## config.mk

```make
export PLATFORM = sky130hd
export DESIGN_NAME = vga_note_writer
export DESIGN_NICKNAME = d
export VERILOG_FILES = /design/src/rtl/vga_note_writer.sv
export SDC_FILE = /design/constraint.sdc
export NUM_CORES = 1
export LEC_CHECK = 0
export ABC_AREA = 1
export ABC_CLOCK_PERIOD_IN_PS = 3100
export BUFFER_PORTS_ARGS = -buffer_cell sky130_fd_sc_hd__clkbuf_2
export CORE_MARGIN = 1.5
export CORE_UTILIZATION = 47
export DETAILED_ROUTE_END_ITERATION = 6
export HOLD_SLACK_MARGIN = 0.03
export PLACE_DENSITY = 0.77
export SLEW_MARGIN = 20
export SYNTH_ARGS = -nofsm -noshare
export SYNTH_HDL_FRONTEND = slang
export SYNTH_SLANG_ARGS = --single-unit
```

## constraint.sdc

```tcl
create_clock -name clk -period 3.1 [get_ports clk]
set_clock_uncertainty 0.15 [all_clocks]
set_input_delay 0.31 -clock clk [delete_from_list [all_inputs] [get_ports clk]]
set_output_delay 0.31 -clock clk [all_outputs]
set_load 0.03 [all_outputs]
```

## src/rtl/vga_note_writer.sv

```systemverilog
// Avalon-MM write initiator for the note-display peripheral: note FIFO, score and clear sweeps.
// Optional macro VGA_NOTE_WRITER_VBLANK_EN adds a vblank input gating new transfers.
module vga_note_writer #(
    parameter int          FIFO_DEPTH = 16,
    parameter int          NUM_SLOTS  = 64,
    parameter logic [15:0] NOTE_ADDR  = 16'h6,
    parameter logic [15:0] SCORE_ADDR = 16'h4,
    localparam int         AW         = $clog2(FIFO_DEPTH),
    localparam int         LW         = AW + 1
) (
    input  logic          clk,
    input  logic          reset_n,
`ifdef VGA_NOTE_WRITER_VBLANK_EN
    input  logic          vblank,
`endif
    input  logic          note_valid,
    output logic          note_ready,
    input  logic [5:0]    note_index,
    input  logic [5:0]    note_id,
    input  logic [9:0]    note_x,
    input  logic [9:0]    note_y,
    input  logic          score_valid,
    input  logic [15:0]   score,
    input  logic [15:0]   combo,
    input  logic          clear_req,
    output logic          busy,
    output logic [LW-1:0] fifo_level,
    output logic [15:0]   avm_address,
    output logic [31:0]   avm_writedata,
    output logic          avm_write,
    output logic          avm_chipselect,
    input  logic          avm_waitrequest
);

    typedef enum logic [1:0] {
        IDLE,
        XFER,
        SWEEP
    } state_t;

    state_t state_q, state_d;

    logic [31:0]   mem_q [FIFO_DEPTH];
    logic [AW-1:0] wr_ptr_q, rd_ptr_q;
    logic [LW-1:0] count_q;
    logic          full, empty;
    logic          push, pop, pop_req;

    logic [15:0] score_q, combo_q;
    logic        score_pend_q, score_done;
    logic        clear_pend_q, clear_accept, sweep_done;

    logic [15:0] addr_q, addr_d;
    logic [31:0] data_q, data_d;
    logic        write_q, write_d;
    logic        kind_q, kind_d;
    logic [5:0]  slot_q, slot_d;
    logic        start_ok;

`ifdef VGA_NOTE_WRITER_VBLANK_EN
    assign start_ok = vblank;
`else
    assign start_ok = 1'b1;
`endif

    assign full         = (count_q == LW'(FIFO_DEPTH));
    assign empty        = (count_q == '0);
    assign note_ready   = reset_n && !full && !clear_pend_q && !clear_req;
    assign push         = note_valid && note_ready;
    assign pop          = pop_req && !empty;
    // A clear that arrives during an active sweep is dropped entirely.
    assign clear_accept = clear_req && !clear_pend_q;

    assign busy           = clear_pend_q;
    assign fifo_level     = count_q;
    assign avm_address    = addr_q;
    assign avm_writedata  = data_q;
    assign avm_write      = write_q;
    assign avm_chipselect = write_q;

    always_ff @(posedge clk) begin
        if (push) begin
            mem_q[wr_ptr_q] <= {note_index, note_id, note_y, note_x};
        end
    end

    always_ff @(posedge clk or negedge reset_n) begin
        if (!reset_n) begin
            wr_ptr_q <= '0;
            rd_ptr_q <= '0;
            count_q  <= '0;
        end else if (clear_accept) begin
            wr_ptr_q <= '0;
            rd_ptr_q <= '0;
            count_q  <= '0;
        end else begin
            if (push) wr_ptr_q <= wr_ptr_q + 1'b1;
            if (pop)  rd_ptr_q <= rd_ptr_q + 1'b1;
            count_q <= count_q + LW'(push) - LW'(pop);
        end
    end

    always_ff @(posedge clk or negedge reset_n) begin
        if (!reset_n) begin
            score_q      <= '0;
            combo_q      <= '0;
            score_pend_q <= 1'b0;
            clear_pend_q <= 1'b0;
        end else begin
            // A fresh pulse wins over completion so no update is lost.
            if (score_valid) begin
                score_q      <= score;
                combo_q      <= combo;
                score_pend_q <= 1'b1;
            end else if (score_done) begin
                score_pend_q <= 1'b0;
            end
            if (clear_accept) begin
                clear_pend_q <= 1'b1;
            end else if (sweep_done) begin
                clear_pend_q <= 1'b0;
            end
        end
    end

    always_comb begin
        state_d    = state_q;
        addr_d     = addr_q;
        data_d     = data_q;
        write_d    = write_q;
        kind_d     = kind_q;
        slot_d     = slot_q;
        pop_req    = 1'b0;
        score_done = 1'b0;
        sweep_done = 1'b0;
        unique case (state_q)
            IDLE: begin
                if (start_ok) begin
                    if (clear_pend_q || clear_accept) begin
                        state_d = SWEEP;
                        addr_d  = NOTE_ADDR;
                        data_d  = '0;
                        write_d = 1'b1;
                        slot_d  = '0;
                    end else if (score_pend_q) begin
                        state_d = XFER;
                        addr_d  = SCORE_ADDR;
                        data_d  = {combo_q, score_q};
                        write_d = 1'b1;
                        kind_d  = 1'b1;
                    end else if (!empty) begin
                        state_d = XFER;
                        addr_d  = NOTE_ADDR;
                        data_d  = mem_q[rd_ptr_q];
                        write_d = 1'b1;
                        kind_d  = 1'b0;
                    end
                end
            end
            XFER: begin
                if (!avm_waitrequest) begin
                    write_d    = 1'b0;
                    state_d    = IDLE;
                    pop_req    = !kind_q;
                    score_done = kind_q;
                end
            end
            SWEEP: begin
                if (write_q) begin
                    if (!avm_waitrequest) begin
                        write_d = 1'b0;
                        if (slot_q == 6'(NUM_SLOTS - 1)) begin
                            sweep_done = 1'b1;
                            state_d    = IDLE;
                        end else begin
                            slot_d = slot_q + 1'b1;
                        end
                    end
                end else if (start_ok) begin
                    write_d = 1'b1;
                    data_d  = {slot_q, 26'd0};
                end
            end
            default: state_d = IDLE;
        endcase
    end

    always_ff @(posedge clk or negedge reset_n) begin
        if (!reset_n) begin
            state_q <= IDLE;
            addr_q  <= '0;
            data_q  <= '0;
            write_q <= 1'b0;
            kind_q  <= 1'b0;
            slot_q  <= '0;
        end else begin
            state_q <= state_d;
            addr_q  <= addr_d;
            data_q  <= data_d;
            write_q <= write_d;
            kind_q  <= kind_d;
            slot_q  <= slot_d;
        end
    end

endmodule

```

=== Word-level counts from Yosys, hierarchy flattened ===
Memories as Yosys holds them, arrays and structs flattened.
Cells that the tools add are included.

* $add $sub $neg: 5
* Multiply operators: 0
* Divide/modulo/power cells: 0
* Magnitude comparators: 0
* Equal/unequal tests: 14
* Shifts and indexed selects: 0
* Muxes and demuxes: 49
* Bitwise gates (word level): 1
* Reduce and logical (&&, ||, !) cells: 26

{| class="wikitable"
|+ Operators with widths
! operator !! count
|-
| $mux W32 || 4
|-
| $pmux W32 S2 || 1
|-
| $mux W16 || 3
|-
| $mux W6 || 4
|-
| $mux W1 || 22
|-
| $mux W4 || 4
|-
| $mux W2 || 7
|-
| $ne A2 B2 Y1 const B || 7
|-
| $pmux W6 S2 || 1
|-
| $reduce_and A5 Y1 || 2
|-
| $reduce_bool A2 Y1 || 5
|-
| $reduce_and A3 Y1 || 3
|-
| $add A4 B1 Y4 const B || 2
|-
| $add A6 B1 Y6 const B || 1
|-
| $eq A6 B6 Y1 const B || 1
|-
| $logic_and A1 B1 Y1 || 6
|-
| $pmux W2 S3 || 1
|-
| $add A5 B1 Y5 || 1
|-
| $eq A5 B5 Y1 const B || 1
|-
| $logic_not A1 Y1 || 5
|-
| $logic_not A5 Y1 || 1
|-
| $mux W5 || 1
|-
| $sub A5 B1 Y5 || 1
|-
| $ne A4 B4 Y1 const B || 1
|-
| other kinds (10) || 10
|}

* Register bits after elaboration: 105
* Latch bits: 0
* Memory bits (writable): 512
* Memory bits (read-only): 0
* Input port bits: 70
* Output and inout bits: 57
* Word-level logic and storage cells: 109
* Memories: 1

{| class="wikitable"
|+ Memory list
! name !! words !! width !! rd ports !! clocked after memory_dff !! write ports !! RTL line !! text
|-
| mem_q || 16 || 32 || 1 || 0 || 1 || 43 || <nowiki>logic [31:0] mem_q [FIFO_DEPTH];</nowiki>
|}

=== Depth between registers and ports, before layout ===
Gate-level depths: netlist (run 1).

* Depth after elaboration: 9
* Gate-level depth with buffers: 17
* Gate-level depth less buffers: 17

=== Worst setup path before layout (run 1) ===
Ideal clock, no wire load.

* Kind: reg2reg
* Start: register count_q[2] (netlist: fifo_level[2])
* End: memory mem_q[11][0], enable pin
* Setup time: 0.421 ns
* Arrival: 3.001 ns
* Setup slack: -0.472 ns
* Cell stages (with the launch flop): 10
* Path buffers: 0
* Cell sequence: dfrtp_1 inv_1 ha_1 nand4_1 nand3_1 inv_1 nand2_1 inv_1 nand2_1 nor2_1

* Cells in the longest elaborated chain, start to end: 8

{| class="wikitable"
|+ RTL lines
! element !! RTL line !! text
|-
| start, declared || 45 || <nowiki>logic [LW-1:0] count_q;</nowiki>
|-
| start signal, assigned || 99 || <nowiki>count_q <= count_q + LW'(push) - LW'(pop);</nowiki>
|-
| $eq A5 B5 Y1 || 66 || <nowiki>assign full = (count_q == LW'(FIFO_DEPTH));</nowiki>
|-
| $logic_not A1 Y1 || 68 || <nowiki>assign note_ready = reset_n && !full && !clear_pend_q && !clear_req;</nowiki>
|-
| $logic_and A1 B1 Y1 (3 in series) || 68 ||
|-
| via note_ready || 17 || <nowiki>output logic note_ready,</nowiki>
|-
| $logic_and A1 B1 Y1 || 69 || <nowiki>assign push = note_valid && note_ready;</nowiki>
|-
| $mux W1 || 82 || <nowiki>if (push) begin</nowiki>
|-
| $mux W1 (not written as such) || 83 || <nowiki>mem_q[wr_ptr_q] <= {note_index, note_id, note_y, note_x};</nowiki>
|-
| end, declared || 43 ||
|}

The timed path passes the listed nets, and every way through them passes these cells.

=== Final worst setup path (run 1) ===
* Start: register count_q[3] (netlist: fifo_level[3])
* End: register count_q[4] (netlist: fifo_level[4])

* Cells in the longest elaborated chain, start to end: 9
* Elaborated cells on any way between the ends: 12

{| class="wikitable"
|+ RTL lines
! element !! RTL line !! text
|-
| $eq A5 B5 Y1 || 66 ||
|-
| $logic_not A1 Y1 || 68 ||
|-
| $logic_and A1 B1 Y1 (3 in series) || 68 ||
|-
| $logic_and A1 B1 Y1 || 69 ||
|-
| $add A5 B1 Y5 || 99 ||
|-
| $sub A5 B1 Y5 (*) || 99 ||
|-
| $mux W5 (*) || 92 || <nowiki>end else if (clear_accept) begin</nowiki>
|}

Every way passes the cells marked *; elsewhere a longest branch is shown, timed or not.
A chain may end at the register's enable or synchronous reset.

==> impl_results.md, run 1 <==
* Distinct cells, synth at 34
* Synth Instances at 2,067
* Combinational family with the most area after synthesis: simple AND/OR/NAND/NOR gates
* Period utilization at 92.81%
* FF+latch count, synth at 603
* CP Launch Type: flip-flop
* Ant diodes at 0
* Worst r2r src: fifo_level[3]
* Crit path largest cell delay at 400 ps
* Mean routed wirelength per cell at 20.39 µm
* Gpl congestion at 0.8661
* Largest cells by area after synthesis: edfxtp_1 (63%), dfrtp_1 (9.3%), nor2_1 (5.0%), o21ai_0 (4.6%), nand2_1 (4.2%)
* Int Pwr at 13.81 mW
* Kind of critical path: flip-flop to flip-flop
* DR iter-0 viols at 1,845
* Async SR Flop Fraction at 15.09%
* Clk slew on worst S/H paths at 70 ps
* Die W at 231.6 µm
* Area delta synth->final at 15.30%
* Cell repeated most along the worst path: inv_1
* Most common cell in the netlist: edfxtp_1
* Antenna Violating Nets Remaining at 0
* F_max at 347.6 MHz
* H-tree depth at 2
* Wirelength, routed at 59,870 µm
* M1 WL at 24,220 µm
* Switching Power at 4.776 mW
* Hold Vio Cnt, Final at 0
* Setup TNS at 0 ps
* Worst Hold Slack at 43.59 ps
* HPWL after DPL at 34,390 µm
* Setup-failing EPs final at 0
* Sequential-to-total area share from yosys stat at 71.90%
* Mean Syn Cell Area at 11.88 µm²
* Leak at 10.21 nW
* Critical Path End Type: flip-flop
* CP required at 3470 ps
* Initial antenna violation count at 0
* Compound-gate portion of the synthesized area at 10.23%
* Core footprint at 51,510 µm²
* Met2 WL at 28,980 µm
* Sink Count at 603
* Outcome: finished with violations
* Min Tclk post-route at 2877 ps
* Share of the synthesized area in the top cell type at 62.62%
* Setup ws final at 222.8 ps
* Mux contribution to synthesized area at 0%
* Clk pwr share at 37.4%
* Area occupied by multi-input gates at 5974 µm²
* Gate power share at 13.8%
* Max-slew headroom at 30.93%
* Number of port buffers at 112
* Worst VDD drop at 0.5089 mV
* Xor and xnor area share after synthesis at 0.1070%
* Final Power at 18.58 mW
* Max Cap Viol at 0
* EDFF count, synth at 512
* Max Used Layer: met4
* FILL cells at 3,977
* Sw Ratio at 25.70%
* Post-Syn Area at 24,550 µm²
* Max Buffers Root-to-Sink at 3
* Synth area leader: edfxtp_1
* GRT overflow at 0
* Tightest Hold Check Type: primary input to flip-flop
* Initial Util at 47.67%
* GRT Overall Usage at 22.19%
* Final Max Slew Viols at 0
* DR pass1 iterations at 7
* CTS root buf: clkbuf_16
* RSZ-0062 raised after global routing: false
* Remaining DRCs at 13
* Post-synth top cells: edfxtp_1 (512), nor2_1 (326), nand2_1 (272)
* Post-CTS sizing at 0
* NumNets Final at 2,295
* Drt via density at 5.637
* Met3 Wirelength at 4874 µm
* First-pass GRT wire length at 91,870 µm
* Worst path slowest cell: fa_1
* Crit path from: fifo_level[3]
* Io pins at 127
* Post-synthesis simple-gate area fraction at 12.60%
* Post-Synth Adder-Cell Area at 0.6931%
* Power Dens Cells at 656.4 nW/µm²
* Critical-path cell list: inv_1 > ha_1 > nand4_1 > nand3_1 > inv_1 > nand2_1 > ha_1 > inv_1 > ha_1 > inv_1 > fa_1 > inv_1 > a21oi_1 > nor2_1 > nor2_1 > xor2_1 > nor2_1
* Worst EP arrival at 3250 ps
* Synth warn at 0
* Seq pwr share at 48.8%
* Worst-Margin Slew at 1036 ps
* Routed via count at 16,550
* Row cnt at 83
* Share of cells above drive strength 1 at 11.84%
* Setup Slack @ Placement at 257.4 ps
* Total CTS buffers at 55
* Die ar. at 53,620 µm²
* CP max FO at 5
* Clk Latency, worst-skew pair at 590 ps
* Largest net degree at the start of global routing at 154
* Seq. cell area at 17,660 µm²
* Synth Flop Type: edfxtp_1
* Vias in the first global route at 16,350
* Min-delay src: note_index[5]
* CTS tree: yes
* Violated checks: design-rule violations
* DIE HEIGHT at 231.6 µm
## cell families (layout without fill, tap and decap cells)
family,after synthesis,after routing
compound gates,444,444
xor+xnor,3,3
fa+ha+maj,13,13
buf+inv,237,413
flops,603,603
other cells,1,14
simple gates,766,766
## state kept, by name (all words and copies together) (netlist names)
signal          cells
mem_q             512
avm_writedata      32
combo_q            16
score_q            16
slot_q              6
fifo_level          5
rd_ptr_q            4
wr_ptr_q            4
avm_address         2
state_q             2
avm_chipselect      1
busy                1
kind_q              1
score_pend_q        1
## final cells by class
type,instances,share of cell area [%]
multi-input combinational,1240,21.10
tap,680,3.006
timing repair buffer,216,5.684
sequential,603,62.39
clock inverter,32,1.330
inverter,96,1.291
clock buffer,69,5.198
## power by group through the flow
| stage | clock [mW] | sequential (mW) | combinational [mW] |
|---|---|---|---|
| 3_5_place_dp | 0 | 9.23 | 2.47 |
| 4_1_cts | 7.01 | 9.06 | 2.54 |
| 2_1_floorplan | 0 | 9.32 | 1.63 |
| 5_1_grt | 7.30 | 9.08 | 2.81 |
| 3_3_place_gp | 0 | 9.22 | 2.37 |
| 6_report | 6.96 | 9.06 | 2.56 |
## metal layers
| layer | GRT usage [%] | vias up |
|---|---|---|
| li1 | - | 7578 |
| met2 | 37.57 | 786 |
| met3 | 3.728 | 134 |
| met5 | 0 | - |
| met4 | 7.427 | 0 |
| met1 | 29.09 | 8053 |
## worst paths after layout
check | endpoint | slack [ps] | depth (start not counted)
max | fifo_level[4] | 220 | 17
min | mem_q[2][31] | 40 | 1
max reg2reg | fifo_level[4] | 220 | 17
min reg2reg | avm_writedata[14] | 330 | 2
max in group asynchronous | combo_q[2] | 1480 | 4
min in group asynchronous | avm_writedata[28] | 130 | 3
## worst max-delay path: cells and delay by family, from the launching register on
kind | cells | cell delay [ps]
flops | 1 | 390
buf+inv | 5 | 400
compound gates | 1 | 70
fa+ha+maj | 4 | 1060
simple gates | 6 | 590
xor+xnor | 1 | 140
## placed cells by master, fill, tap and decap left out, drive strengths merged
master         n
a22oi          1
a31oi          4
clkbuf       179
bufinv         9
a211oi         2
nor2         327
dlygate4sd3   51
o21bai         1
xnor2          1
nor3           4
o31ai          1
conb          14
ha            12
o21ai        257
inv           93
nand4          4
clkinv        23
a21oi         71
edfxtp       512
nand2        272
o211ai       105
dfrtp         91
xor2           2
clkinvlp       3
nand3        158
buf           55
or2            1
o21a           2
fa             1
## stage by stage
stage | cells | util (%) | cell area, µm²
after floorplan | 2080 | - | 24610
after global routing | 2936 | 54.96 | 28310
after global placement | 2784 | 50.38 | 25950
after detailed placement | 2784 | 50.38 | 25950
after CTS | 2936 | 54.96 | 28310
final | 2936 | 54.96 | 28310
## repair_timing
action | CTS | global route
buffers inserted | 0 | 0
hold buffers | 51 | 0
endpoints found under the hold margin | 259 | 0
Power figures use the tool's default switching activity.
==> run 2, diff against run 1 <==
--- a/config.mk
+++ b/config.mk
@@ -8,7 +8,7 @@
 export ABC_AREA = 1
 export ABC_CLOCK_PERIOD_IN_PS = 3100
 export BUFFER_PORTS_ARGS = -buffer_cell sky130_fd_sc_hd__clkbuf_2
-export CORE_MARGIN = 1.5
+export CORE_MARGIN = 3
 export CORE_UTILIZATION = 47
 export DETAILED_ROUTE_END_ITERATION = 6
 export HOLD_SLACK_MARGIN = 0.03
==> impl_results.md, run 2 (synthesized netlist as in run 1, its figures left out) <==
* Worst-Margin Slew at 1060 ps (+23.84 ps)
* F_max at 363.1 MHz (+4.5%)
* CP max FO at 5 (unchanged)
* Ant diodes at 0 (unchanged)
* Number of port buffers at 112 (unchanged)
* DIE HEIGHT at 234.6 µm (+1.3%)
* Drt via density at 5.656 (+0.33%)
* Initial antenna violation count at 1 (+1)
* Largest net degree at the start of global routing at 141 (-8.4%)
* First-pass GRT wire length at 92,250 µm (+0.41%)
* Die ar. at 55,020 µm² (+2.6%)
* Final Max Slew Viols at 0 (unchanged)
* Reg-to-reg endpoint: fifo_level[4]
* Final Power at 18.51 mW (-0.38%)
* CP Launch Type: flip-flop
* GRT Overall Usage at 21.61% (-0.58 points)
* Biggest register: mem_q
* H-tree depth at 2 (unchanged)
* Min Tclk post-route at 2754 ps (-123.0 ps)
* Clk Latency, worst-skew pair at 600 ps (about the same)
* Setup TNS at 0 ps (unchanged)
* Max Cap Viol at 0 (unchanged)
* Worst r2r src: fifo_level[2]
* Worst VDD drop at 0.3418 mV (-33%)
* RSZ-0062 raised after global routing: false
* CTS tree: yes
* Max Buffers Root-to-Sink at 3 (unchanged)
* Final Core Density at 54.91% (about the same)
* Wirelength, routed at 59,750 µm (-0.20%)
* Layer with the highest usage: met2
* Core footprint at 51,510 µm² (unchanged)
* Die W at 234.6 µm (+1.3%)
* Setup-failing EPs final at 0 (unchanged)
* HPWL after DPL at 35,200 µm (+2.3%)
* GR Util met3 at 3.679% (-0.049 points)
* GRT overflow at 0 (unchanged)
* Io pins at 127 (unchanged)
* Hold depth at 1 (unchanged)
* Worst EP arrival at 3090 ps (-160 ps)
* Period utilization at 88.85% (-4.0 points)
* CP required at 3440 ps (-30 ps)
* Tightest Hold Check Type: primary input to flip-flop
* Remaining DRCs at 0 (-13)
* Setup bufs post-CTS at 0 (unchanged)
* Mean routed wirelength per cell at 20.39 µm (about the same)
* DR iter-0 viols at 1,926 (+4.4%)
* Clk slew on worst S/H paths at 60 ps (about the same)
* Hold Vio Cnt, Final at 0 (unchanged)
* Worst R2R Path Depth at 17 (unchanged)
* Row cnt at 83 (unchanged)
* Worst Hold Slack at 45.45 ps (+1.860 ps)
* Antenna Violating Nets Remaining at 0 (unchanged)
* Total CTS buffers at 56 (+1.8%)
* Min-delay src: note_y[3]
* Initial Util at 47.67% (unchanged)
* Kind of critical path: flip-flop to flip-flop
* DR pass1 iterations at 5 (-2)
* Vias in the first global route at 16,390 (+0.23%)
* Critical Path End Type: flip-flop
* Grt met1 use at 28.90% (-0.20 points)
* Outcome: finished clean
* Sink Count at 603 (unchanged)
* Most frequent cells in the layout: edfxtp_1 (512), nor2_1 (310), nand2_1 (272)
* Commonest non-fill, non-tap cell in the layout: edfxtp_1
* Gpl congestion at 0.8961 (+3.5%)
* Flop-to-flop setup slack at 350 ps (+120 ps)
* Max-slew headroom at 29.34% (-1.6 points)
* Post-CTS sizing at 0 (unchanged)
* CTS root buf: clkbuf_16
* Area delta synth->final at 15.21% (about the same)
* Routed via count at 16,570 (+0.12%)
* Power Dens Cells at 654.5 nW/µm² (-0.30%)
* Share of cells above drive strength 1 at 11.51% (-0.32 points)
* NumNets Final at 2,285 (-0.44%)
* Leak at 10.16 nW (-0.48%)
* Max reg flops at 512 (unchanged)
* GRT met2 Usage at 36.24% (-1.3 points)
* Hold EP: mem_q[8][13]
[run 2: changes by cell type in the layout (fill, tap and decap cells not counted), sizes merged]
cell and change:
clkbuf +10, buf -7, dlygate4sd3 -4, bufinv -3, clkinv -2, clkinvlp -1
inv +1
[run 2: critical path, stage by stage (launching register included)]
cell,delay [ps]
dfrtp_1,370
inv_1,70
ha_1,210
nand4_1,100
nand3_1,70
inv_1,80
nand2_1,130
ha_1,320
inv_1,50
ha_1,140
inv_1,70
fa_1,400
inv_1,100
a21oi_1,60
nor2_1,90
nor2_1,60
xor2_1,120
nor2_1,50
[run 2: how the worst max path moves through the flow]
stage,startpoint,to,slack [ps],cells after the start
after floorplan,fifo_level[2],mem_q[11][0],-470,9
after global placement,fifo_level[2],fifo_level[4],360,17
after detailed placement,fifo_level[2],fifo_level[4],330,17
after CTS,fifo_level[2],fifo_level[4],310,17
after global routing,fifo_level[2],fifo_level[4],120,17
final,fifo_level[2],fifo_level[4],350,17
[run 2: power breakdown]
group	internal (mW)	switching (mW)	total, mW
clock	3.98	2.90	6.88
combinational	0.752	1.81	2.56
sequential	8.95	0.125	9.07
total	13.7	4.83	18.5
[run 2: what timing repair did]
action | in CTS | in global routing
hold buffers | 47 | 0
setup endpoints to repair | 0 | 0
hold endpoints to repair | 208 | 0
[run 2: layer usage]
layer  routed length [µm]  up-vias  part of all wire [%]
li1                     -     7553                     -
met1                23780     8053                    40
met2                28890      848                    48
met3                 5434      117                   9.1
met4                 1641        0                   2.7
met5                    0        -                     0
[run 2: layout make-up]
cell class	count	area, µm²
inverter	96	365.4
clock buffer	79	1550
timing repair buffer	205	1592
multi-input combinational	1240	5974
sequential	603	17660
fill	4039	23220
tap	680	850.8
clock inverter	27	292.8
[run 2: stage by stage]
stage | cell area (µm²) | cells | setup slack, ps
after global routing | 28290 | 2930 | 119.1
after global placement | 25970 | 2777 | 360.6
after detailed placement | 25970 | 2777 | 331.4
after floorplan | 24610 | 2080 | -472.0
final | 28290 | 2930 | 345.8
after CTS | 28290 | 2930 | 313.7
